## config.mk

```make
export PLATFORM = sky130hd
export DESIGN_NAME = systolic_seq_ctrl
export DESIGN_NICKNAME = d
export VERILOG_FILES = /design/src/rtl/systolic_seq_ctrl_pkg.sv /design/src/rtl/systolic_seq_ctrl_skew_buffer.sv /design/src/rtl/systolic_seq_ctrl.sv
export SDC_FILE = /design/constraint.sdc
export NUM_CORES = 1
export LEC_CHECK = 0
export BUFFER_PORTS_ARGS = -buffer_cell sky130_fd_sc_hd__buf_2
export CAP_MARGIN = 20
export CORE_MARGIN = 3
export CORE_UTILIZATION = 30
export DETAILED_ROUTE_END_ITERATION = 8
export GPL_TIMING_DRIVEN = 0
export HOLD_SLACK_MARGIN = 0.1
export PLACE_DENSITY_LB_ADDON = 0.25
export SLEW_MARGIN = 25
export SYNTH_ARGS = -nofsm -noshare
export SYNTH_HDL_FRONTEND = slang
export SYNTH_SLANG_ARGS = --single-unit
```

## constraint.sdc

```tcl
create_clock -name clk -period 10.8 [get_ports clk]
set_input_delay 0.54 -clock clk [delete_from_list [all_inputs] [get_ports clk]]
set_output_delay 0.54 -clock clk [all_outputs]
set_load 0.02 [all_outputs]
```

## src/rtl/systolic_seq_ctrl_pkg.sv

```systemverilog
// systolic_pkg: shared sizes, FSM state type and result-index helper for the systolic sequencer
//   N          array dimension (rows = cols = inner dimension K)
//   DW / CW    operand / accumulator element widths
//   DRAIN_CYC  cycles between the last fetch and stable PE results
//   AW / IW    fetch-index width / result-buffer index width
package systolic_pkg;
    localparam int N = 4;
    localparam int DW = 8;
    localparam int CW = 16;
    localparam int DRAIN_CYC = 3 * N - 1;
    localparam int AW = $clog2(N);
    localparam int IW = $clog2(N * N);
    localparam int DCW = $clog2(DRAIN_CYC + 1);
    typedef enum logic [2:0] {IDLE, CLEAR, FEED, DRAIN, STORE, DONE} state_t;
    function automatic int idx(input int r, input int c);
        return r * N + c;
    endfunction
endpackage

```

## src/rtl/systolic_seq_ctrl_skew_buffer.sv

```systemverilog
// skew_buffer: per-lane diagonal delay of operand data and valid, lane i delayed i cycles
//   clk, rst   clock, synchronous active-high reset (flushes every stage)
//   data       N lanes of DW-bit operands, lane i at [i*DW +: DW]
//   valid      one valid shared by all lanes of data
//   feed       skewed operands; zero whenever the lane's valid is low
//   feed_vld   per-lane skewed valid
module skew_buffer #(
    parameter int N = 4,
    parameter int DW = 8
) (
    input  logic          clk,
    input  logic          rst,
    input  logic [N*DW-1:0] data,
    input  logic          valid,
    output logic [N*DW-1:0] feed,
    output logic [N-1:0]  feed_vld
);
    for (genvar i = 0; i < N; i++) begin : g_lane
        logic [DW-1:0] gated;
        // gate at the input so no stale operand ever enters a pipeline stage
        assign gated = valid ? data[i*DW +: DW] : '0;
        if (i == 0) begin : g_pass
            assign feed[DW-1:0] = gated;
            assign feed_vld[0] = valid;
        end else begin : g_pipe
            logic [DW-1:0] d_sr [i];
            logic          v_sr [i];
            always_ff @(posedge clk) begin
                if (rst) begin
                    for (int j = 0; j < i; j++) begin
                        d_sr[j] <= '0;
                        v_sr[j] <= 1'b0;
                    end
                end else begin
                    d_sr[0] <= gated;
                    v_sr[0] <= valid;
                    for (int j = 1; j < i; j++) begin
                        d_sr[j] <= d_sr[j-1];
                        v_sr[j] <= v_sr[j-1];
                    end
                end
            end
            assign feed[i*DW +: DW] = d_sr[i-1];
            assign feed_vld[i] = v_sr[i-1];
        end
    end
endmodule

```

## src/rtl/systolic_seq_ctrl.sv

```systemverilog
// systolic_seq_ctrl: run sequencer for the NxN output-stationary systolic array
//   clk, rst             clock, synchronous active-high reset
//   en                   start request, level-sampled in IDLE; must drop before a new run
//   done                 high in DONE until en deasserts
//   addr_AB, rd_en_AB    fetch index k and read strobe to the A/B operand RAMs (1-cycle latency)
//   rd_data_A/B          A column k / B row k returned by the RAMs
//   arr_clear            one-cycle accumulator clear to all PEs
//   a_feed/a_vld         skewed west-edge row operands and valids
//   b_feed/b_vld         skewed north-edge column operands and valids
//   c_in                 PE accumulators, element (r,c) at index r*N+c
//   read_addr_C/data_C   combinational read of the result buffer, 0 beyond N*N-1
module systolic_seq_ctrl
    import systolic_pkg::*;
(
    input  logic              clk,
    input  logic              rst,
    input  logic              en,
    output logic              done,
    output logic [AW-1:0]     addr_AB,
    output logic              rd_en_AB,
    input  logic [N*DW-1:0]   rd_data_A,
    input  logic [N*DW-1:0]   rd_data_B,
    output logic              arr_clear,
    output logic [N*DW-1:0]   a_feed,
    output logic [N-1:0]      a_vld,
    output logic [N*DW-1:0]   b_feed,
    output logic [N-1:0]      b_vld,
    input  logic [N*N*CW-1:0] c_in,
    input  logic [4:0]        read_addr_C,
    output logic [CW-1:0]     read_data_C
);
    state_t         state;
    logic [DCW-1:0] drain_cnt;
    logic           rd_vld;
    logic [CW-1:0]  buf_c [N*N];
    // addr_AB doubles as the fetch counter k
    always_ff @(posedge clk) begin
        if (rst) begin
            state     <= IDLE;
            done      <= 1'b0;
            rd_en_AB  <= 1'b0;
            addr_AB   <= '0;
            arr_clear <= 1'b0;
            drain_cnt <= '0;
            rd_vld    <= 1'b0;
            for (int i = 0; i < N * N; i++) buf_c[i] <= '0;
        end else begin
            rd_vld <= rd_en_AB;
            case (state)
                IDLE: if (en) begin
                    state     <= CLEAR;
                    arr_clear <= 1'b1;
                end
                CLEAR: begin
                    arr_clear <= 1'b0;
                    rd_en_AB  <= 1'b1;
                    addr_AB   <= '0;
                    state     <= FEED;
                end
                FEED: if (addr_AB == AW'(N - 1)) begin
                    rd_en_AB  <= 1'b0;
                    addr_AB   <= '0;
                    drain_cnt <= DCW'(DRAIN_CYC - 1);
                    state     <= DRAIN;
                end else begin
                    addr_AB <= addr_AB + 1'b1;
                end
                DRAIN: if (drain_cnt == '0) state <= STORE;
                       else drain_cnt <= drain_cnt - 1'b1;
                STORE: begin
                    for (int r = 0; r < N; r++)
                        for (int c = 0; c < N; c++)
                            buf_c[idx(r, c)] <= c_in[idx(r, c)*CW +: CW];
                    done  <= 1'b1;
                    state <= DONE;
                end
                DONE: if (!en) begin
                    done  <= 1'b0;
                    state <= IDLE;
                end
                default: state <= IDLE;
            endcase
        end
    end
    // RAM data arrives one cycle after the strobe, so rd_vld qualifies it for both skew buffers
    skew_buffer #(.N(N), .DW(DW)) u_skew_a (
        .clk(clk), .rst(rst), .data(rd_data_A), .valid(rd_vld), .feed(a_feed), .feed_vld(a_vld)
    );
    skew_buffer #(.N(N), .DW(DW)) u_skew_b (
        .clk(clk), .rst(rst), .data(rd_data_B), .valid(rd_vld), .feed(b_feed), .feed_vld(b_vld)
    );
    assign read_data_C = (read_addr_C < 5'(N * N)) ? buf_c[read_addr_C[IW-1:0]] : '0;
endmodule

```

# After elaboration in Yosys (flattened, before gate mapping)
# Memories as Yosys holds them, arrays and structs flattened.
# Index checks and enable logic that the tools add are counted.
# classes
n_reduce_logical	15
bitwise_logic	36
add_sub_neg	2
order_cmp	1
eq_ne	11
muxes	75
# op_table
op	count
2-to-1 mux 16 bit	17
2-to-1 mux 8 bit	20
OR 1 bit	36
2-to-1 mux 1 bit	25
one-hot mux 3 bit (6 select lines)	1
OR reduction 8 bit	2
2-to-1 mux 3 bit	4
inequality test 2 bit (second input constant)	5
2-to-1 mux 4 bit	2
one-hot mux 4 bit (2 select lines)	1
nonzero test 2 bit	4
== test 3 x 2 -> 1 bit (second input constant)	2
== test 3 bit (second input constant)	2
one-hot mux 1 bit (2 select lines)	3
AND reduction 2 bit	3
< comparator 5 bit (second input constant)	1
zero test 4 bit	1
one-hot mux 2 bit (2 select lines)	1
AND reduction 4 bit	1
subtractor 4 x 1 -> 4 bit (second input constant)	1
== test 3 x 1 -> 1 bit (second input constant)	1
zero test 3 bit	1
AND reduction 3 bit	1
adder 2 x 1 -> 2 bit (second input constant)	1
3 further kinds	4
# word_totals
mem_bits_rw	364
register_bits	13
input_bits	328
elab_cells	160
n_memories	13
output_inout_bits	93
# memory_table
name	depth	width	read_ports	rd_ports_with_merged_regs	wr	line	source
buf_c	16	16	1	0	16	systolic_seq_ctrl.sv:35	logic [CW-1:0] buf_c [N*N];
u_skew_a.g_lane[3].g_pipe.d_sr	3	8	3	0	3	systolic_seq_ctrl_skew_buffer.sv:26	logic [DW-1:0] d_sr [i];
u_skew_b.g_lane[3].g_pipe.d_sr	3	8	3	0	3	systolic_seq_ctrl_skew_buffer.sv:26	
u_skew_a.g_lane[2].g_pipe.d_sr	2	8	2	0	2	systolic_seq_ctrl_skew_buffer.sv:26	
u_skew_b.g_lane[2].g_pipe.d_sr	2	8	2	0	2	systolic_seq_ctrl_skew_buffer.sv:26	
u_skew_a.g_lane[1].g_pipe.d_sr	1	8	1	0	1	systolic_seq_ctrl_skew_buffer.sv:26	
+7 memories	-	-	-	-	-	-	

# Depth between registers and ports, before layout
# logic_depth
depth_word	5
depth_mapped	7
depth_no_buf	6

# Cells and area by module
# From an unflattened synthesis, not the netlist that was laid out.
# unflattened
hier_cells	1084
hier_area_um2	15483.6
# modules_own_cells
module	seq_area_each_um2	instances	area_per_inst_um2	cells_each
systolic_seq_ctrl	7947.6	1	12233.0	812
skew_buffer	1021.0	2	1625.3	136

# Least setup slack after synthesis
# OpenSTA, ideal clock, no wires.
# synth_path
kind	input to register
startpoint	in rst
endpoint	mem buf_c[0][0], enable pin
setup_ns	0.663
setup_slack_ns	3.018
n_path_buf	2
path_stages	3
required_time_ns	10.137
t_arrival_ns	7.119
path_cell_list	buf_2 clkbuf_1 nand2b_1
# synth_rtl
item	line	source
start: declaration	systolic_seq_ctrl.sv:16	input logic rst,
end: declaration	systolic_seq_ctrl.sv:35	

# Final worst setup path
# layout_path
startpoint	in read_addr_C[0]
endpoint	out read_data_C[3]
# layout_between
elab_chain_len	2
word_cells_on_any_way	3
cone_classes	order compare (1); mux (1); memory (1)
# layout_lines
item	line	source
start: declaration	systolic_seq_ctrl.sv:29	input logic [4:0] read_addr_C,
memory (16 x 16 bit) / < comparator 5 bit (equally long branches)	-	
2-to-1 mux 16 bit (*)	systolic_seq_ctrl.sv:92	assign read_data_C = (read_addr_C < 5'(N * N)) ? buf_c[read_addr_C[IW-1:0]] : '0;
end: declaration	systolic_seq_ctrl.sv:30	output logic [CW-1:0] read_data_C
# Mark *: on every way between the ends. The rest lies on a longest branch, timed or not.

==> run summary <==
Leakage power: 8.31 nW
Yosys top cell by area: sky130_fd_sc_hd__edfxtp_1
Number of max-cap violations: 0
Most common cell in the synthesized netlist: sky130_fd_sc_hd__edfxtp_1
Number of resized instances in the post-cts repair step: 0
Average footprint of a synthesized cell: 14.7 um^2
Layout Area Growth over Synthesis: 29.5%
Filler cell count: 4693
Yosys warning total: 0
Tightest Pin Transition: 0.865 ns
Count of final max-slew check failures: 0
Top Ports: 421
Startpoint-to-endpoint class of the critical path: input pin to output pin
Fraction of the yosys area taken by sequential cells: 0.652
Required time of the critical path: 10.26 ns
Die width: 231 um
Unrepaired setup endpoints after global routing: false
Endpoint class of the critical path: output pin
Total Routed Length: 48200 um
Setup_tns: 0 ns
Final hold violation count: 0
Largest net degree at the start of global routing: 54
Most used DFF post-synth: sky130_fd_sc_hd__edfxtp_1
Area of combinational cells with multiple inputs: 4660 um^2
Via/cell ratio: 4.49
Number of antenna violations at the first check in global routing: 15
Clock transition at the registers of the reported paths: 0.06 ns
Arrival @ worst endpoint: 2.33 ns
Result of the run: finished, final reports clean
Root Driver: sky130_fd_sc_hd__clkbuf_16
Clock net sink count: 368
Number of DRC violations after detailed routing: 0
Post-synth net total: 1365
GRT overflow: 0
First-pass detailed-route iteration total: 4
Die outline area: 53500 um^2
Maximum root-to-sink buffer count: 3
Maximum cell stage delay along the critical path: 0.50 ns
PD cells: 168 nW/um^2
Vias in the first global route: 10500
Critical path peak fanout: 10
Post-CTS Setup Bufs: 0
Post-synthesis instance total: 1034
Antenna Violating Nets Remaining: 0
Share of post-route cells with drive strength above 1: 0.388
Worst clock skew: 0.0158 ns
Global-route wire length before repair: 68100 um
Height of the chip: 231 um
Maximum clock frequency: 348 MHz
Total clock buffers created by CTS: 42
Area fraction of the dominant cell type after synthesis: 0.505
Remaining max-slew budget at the tightest pin: 0.423
Count of hold-fix buffers inserted at cts: 0
Global Route Usage Sum: 0.177
Library cell appearing most often on the critical path: sky130_fd_sc_hd__buf_6
Clock insertion delay at the later pin of the skew report: 0.55 ns
Cell type of the slowest stage on the worst timing path: sky130_fd_sc_hd__mux2i_1
Share of async-settable or async-resettable flops after synthesis: 0
Initial Util: 0.307
Final HPWL DP: 37100 um
CTS tree: built
Synth Register Bits: 368
Portion of the clock cycle consumed by the worst path in the final layout: 0.266
DRT iter0 DRCs: 627
Min Tclk post-route: 2.87 ns
Tightest Hold Check Type: input pin to flop
Count of unique library cells instantiated by Yosys: 43
Std-Cell Core Area: 49600 um^2
Crit path launch type: input pin
Area used by sequential logic in the layout: 9930 um^2
NumNets Final: 1830
Site row count: 81
Netlist area before placement: 15200 um^2
Post-route standard cell area excluding fillers: 19700 um^2
Biggest area contributors in the synthesized netlist: sky130_fd_sc_hd__edfxtp_1, sky130_fd_sc_hd__dfxtp_1, sky130_fd_sc_hd__and2_1
Count of port buffers added during placement: 416
Synth top cells by count: sky130_fd_sc_hd__edfxtp_1, sky130_fd_sc_hd__and2_1, sky130_fd_sc_hd__nor2b_1
CTS H-Tree Depth: 2
Wirelength per Cell: 21.9 um
Count of endpoints failing setup in the final report: 0
Maximum vdd ir drop: 0.126 mV
Count of flip-flops with a built-in enable after synthesis: 256
Cell area reported after detailed placement: 18300 um^2
Total vias in the final route: 9891
Routability congestion estimate: 0.849
Ordered list of cells on the worst path: buf_6 > buf_6 > buf_6 > mux2i_1 > nand2_1 > a32oi_1 > o211ai_1 > buf_2
-- cell type report --
| class | instances | share of cell area |
|---|---|---|
| flip-flops and latches | 368 | 0.504 |
| multi-input cells | 558 | 0.237 |
| repair buffers | 421 | 0.112 |
| clock buffers | 58 | 0.0616 |
| well taps | 664 | 0.0422 |
| plain buffers | 103 | 0.0313 |
| clock inverters | 16 | 0.0101 |
| diodes | 10 | 0.00127 |
| inverters | 5 | 0.000952 |
-- flip-flops by register name (all words and copies together) (netlist names) --
signal	count
u_skew_a.g_lane.g_pipe.d_sr	48
done	1
arr_clear	1
buf_c	256
u_skew_b.g_lane.g_pipe.d_sr	48
drain_cnt	4
addr_AB	2
state	3
u_skew_a.g_lane.g_pipe.v_sr	1
u_skew_b.g_lane.g_pipe.v_sr	2
rd_en_AB	1
rd_vld	1
-- per-stage QoR --
stage	util	total power, mW	setup slack (ns)	hold WS [ns]	instances
finish	0.398	3.31	7.93	0.175	2203
CTS	0.397	3.36	7.85	0.126	2193
global placement	0.366	1.91	-0.0155	0.417	2114
floorplan	-	1.76	3.02	0.414	1034
global route	0.397	3.43	7.81	0.144	2197
detailed placement	0.369	1.89	7.78	0.420	2119
-- power by group --
group	total [mW]	switching, mW	internal (mW)
Sequential	1.58	0.0155	1.57
Clock	1.45	0.585	0.865
Combinational	0.275	0.151	0.123
-- worst max-delay path: cells and delay by family --
| family | cells | cell delay [ns] |
|---|---|---|
| AND/OR/NAND/NOR | 1 | 0.20 |
| multiplexers | 1 | 0.50 |
| buffers and inverters | 4 | 0.74 |
| AO/OA/AOI/OAI | 2 | 0.34 |
-- metal layers --
layer | vias up | wire length [um] | track usage | share of wire
met5 | - | 69 | 0 | 0.0014
met4 | 12 | 1050 | 0.0475 | 0.022
met3 | 74 | 3220 | 0.0440 | 0.067
met2 | 337 | 24100 | 0.305 | 0.50
met1 | 4877 | 19700 | 0.221 | 0.41
li1 | 4591 | - | - | -
-- final timing paths --
path	startpoint	end	slack [ns]	cells after the start
worst max-delay path	read_addr_C[0]	read_data_C[3]	7.93	8
worst min-delay path	rd_data_B[15]	u_skew_b.g_lane[1].g_pipe.d_sr[0][7]$_SDFF_PP0_	0.17	2
worst max register to register	state[2]$_SDFFE_PP0P_	buf_c[11][14]$_SDFFCE_PP0P_	8.45	5
worst min register to register	u_skew_a.g_lane[2].g_pipe.d_sr[0][3]$_SDFF_PP0_	u_skew_a.g_lane[2].g_pipe.d_sr[0][11]$_SDFF_PP0_	0.43	1
-- cell usage in the layout (no fill, tap or decap), types with 4 or more instances in the layout --
master,count
sky130_fd_sc_hd__mux2i_1,32
sky130_fd_sc_hd__mux4_1,20
sky130_fd_sc_hd__buf_16,4
sky130_fd_sc_hd__buf_2,427
sky130_fd_sc_hd__clkbuf_1,41
sky130_fd_sc_hd__a32oi_1,5
sky130_fd_sc_hd__nor2_1,11
sky130_fd_sc_hd__nand3_1,6
sky130_fd_sc_hd__mux4_2,39
sky130_fd_sc_hd__buf_6,7
sky130_fd_sc_hd__clkinv_1,4
sky130_fd_sc_hd__clkbuf_16,45
sky130_fd_sc_hd__a21oi_1,4
sky130_fd_sc_hd__buf_4,40
sky130_fd_sc_hd__nand2_1,12
sky130_fd_sc_hd__clkinv_2,4
sky130_fd_sc_hd__clkbuf_2,11
sky130_fd_sc_hd__o22ai_1,11
sky130_fd_sc_hd__diode_2,10
sky130_fd_sc_hd__nand4_1,5
sky130_fd_sc_hd__nor2b_1,150
sky130_fd_sc_hd__dfxtp_1,112
sky130_fd_sc_hd__and2_1,224
sky130_fd_sc_hd__edfxtp_1,256
sky130_fd_sc_hd__clkbuf_8,4
sky130_fd_sc_hd__inv_1,5
sky130_fd_sc_hd__o211ai_1,5
-- cell families (layout without fill, tap and decap cells) --
logic type | after synthesis | after routing | share of synthesized area
other | 0 | 10 | 0
XOR/XNOR | 2 | 2 | 0.00115
AND/OR/NAND/NOR | 421 | 421 | 0.169
flip-flops | 368 | 368 | 0.652
adder cells (fa/ha/maj) | 4 | 4 | 0.00312
multiplexers | 91 | 91 | 0.113
AO/OA/AOI/OAI | 40 | 40 | 0.0190
buffers and inverters | 108 | 603 | 0.0417
No activity file was read; power rests on OpenSTA's default activity.
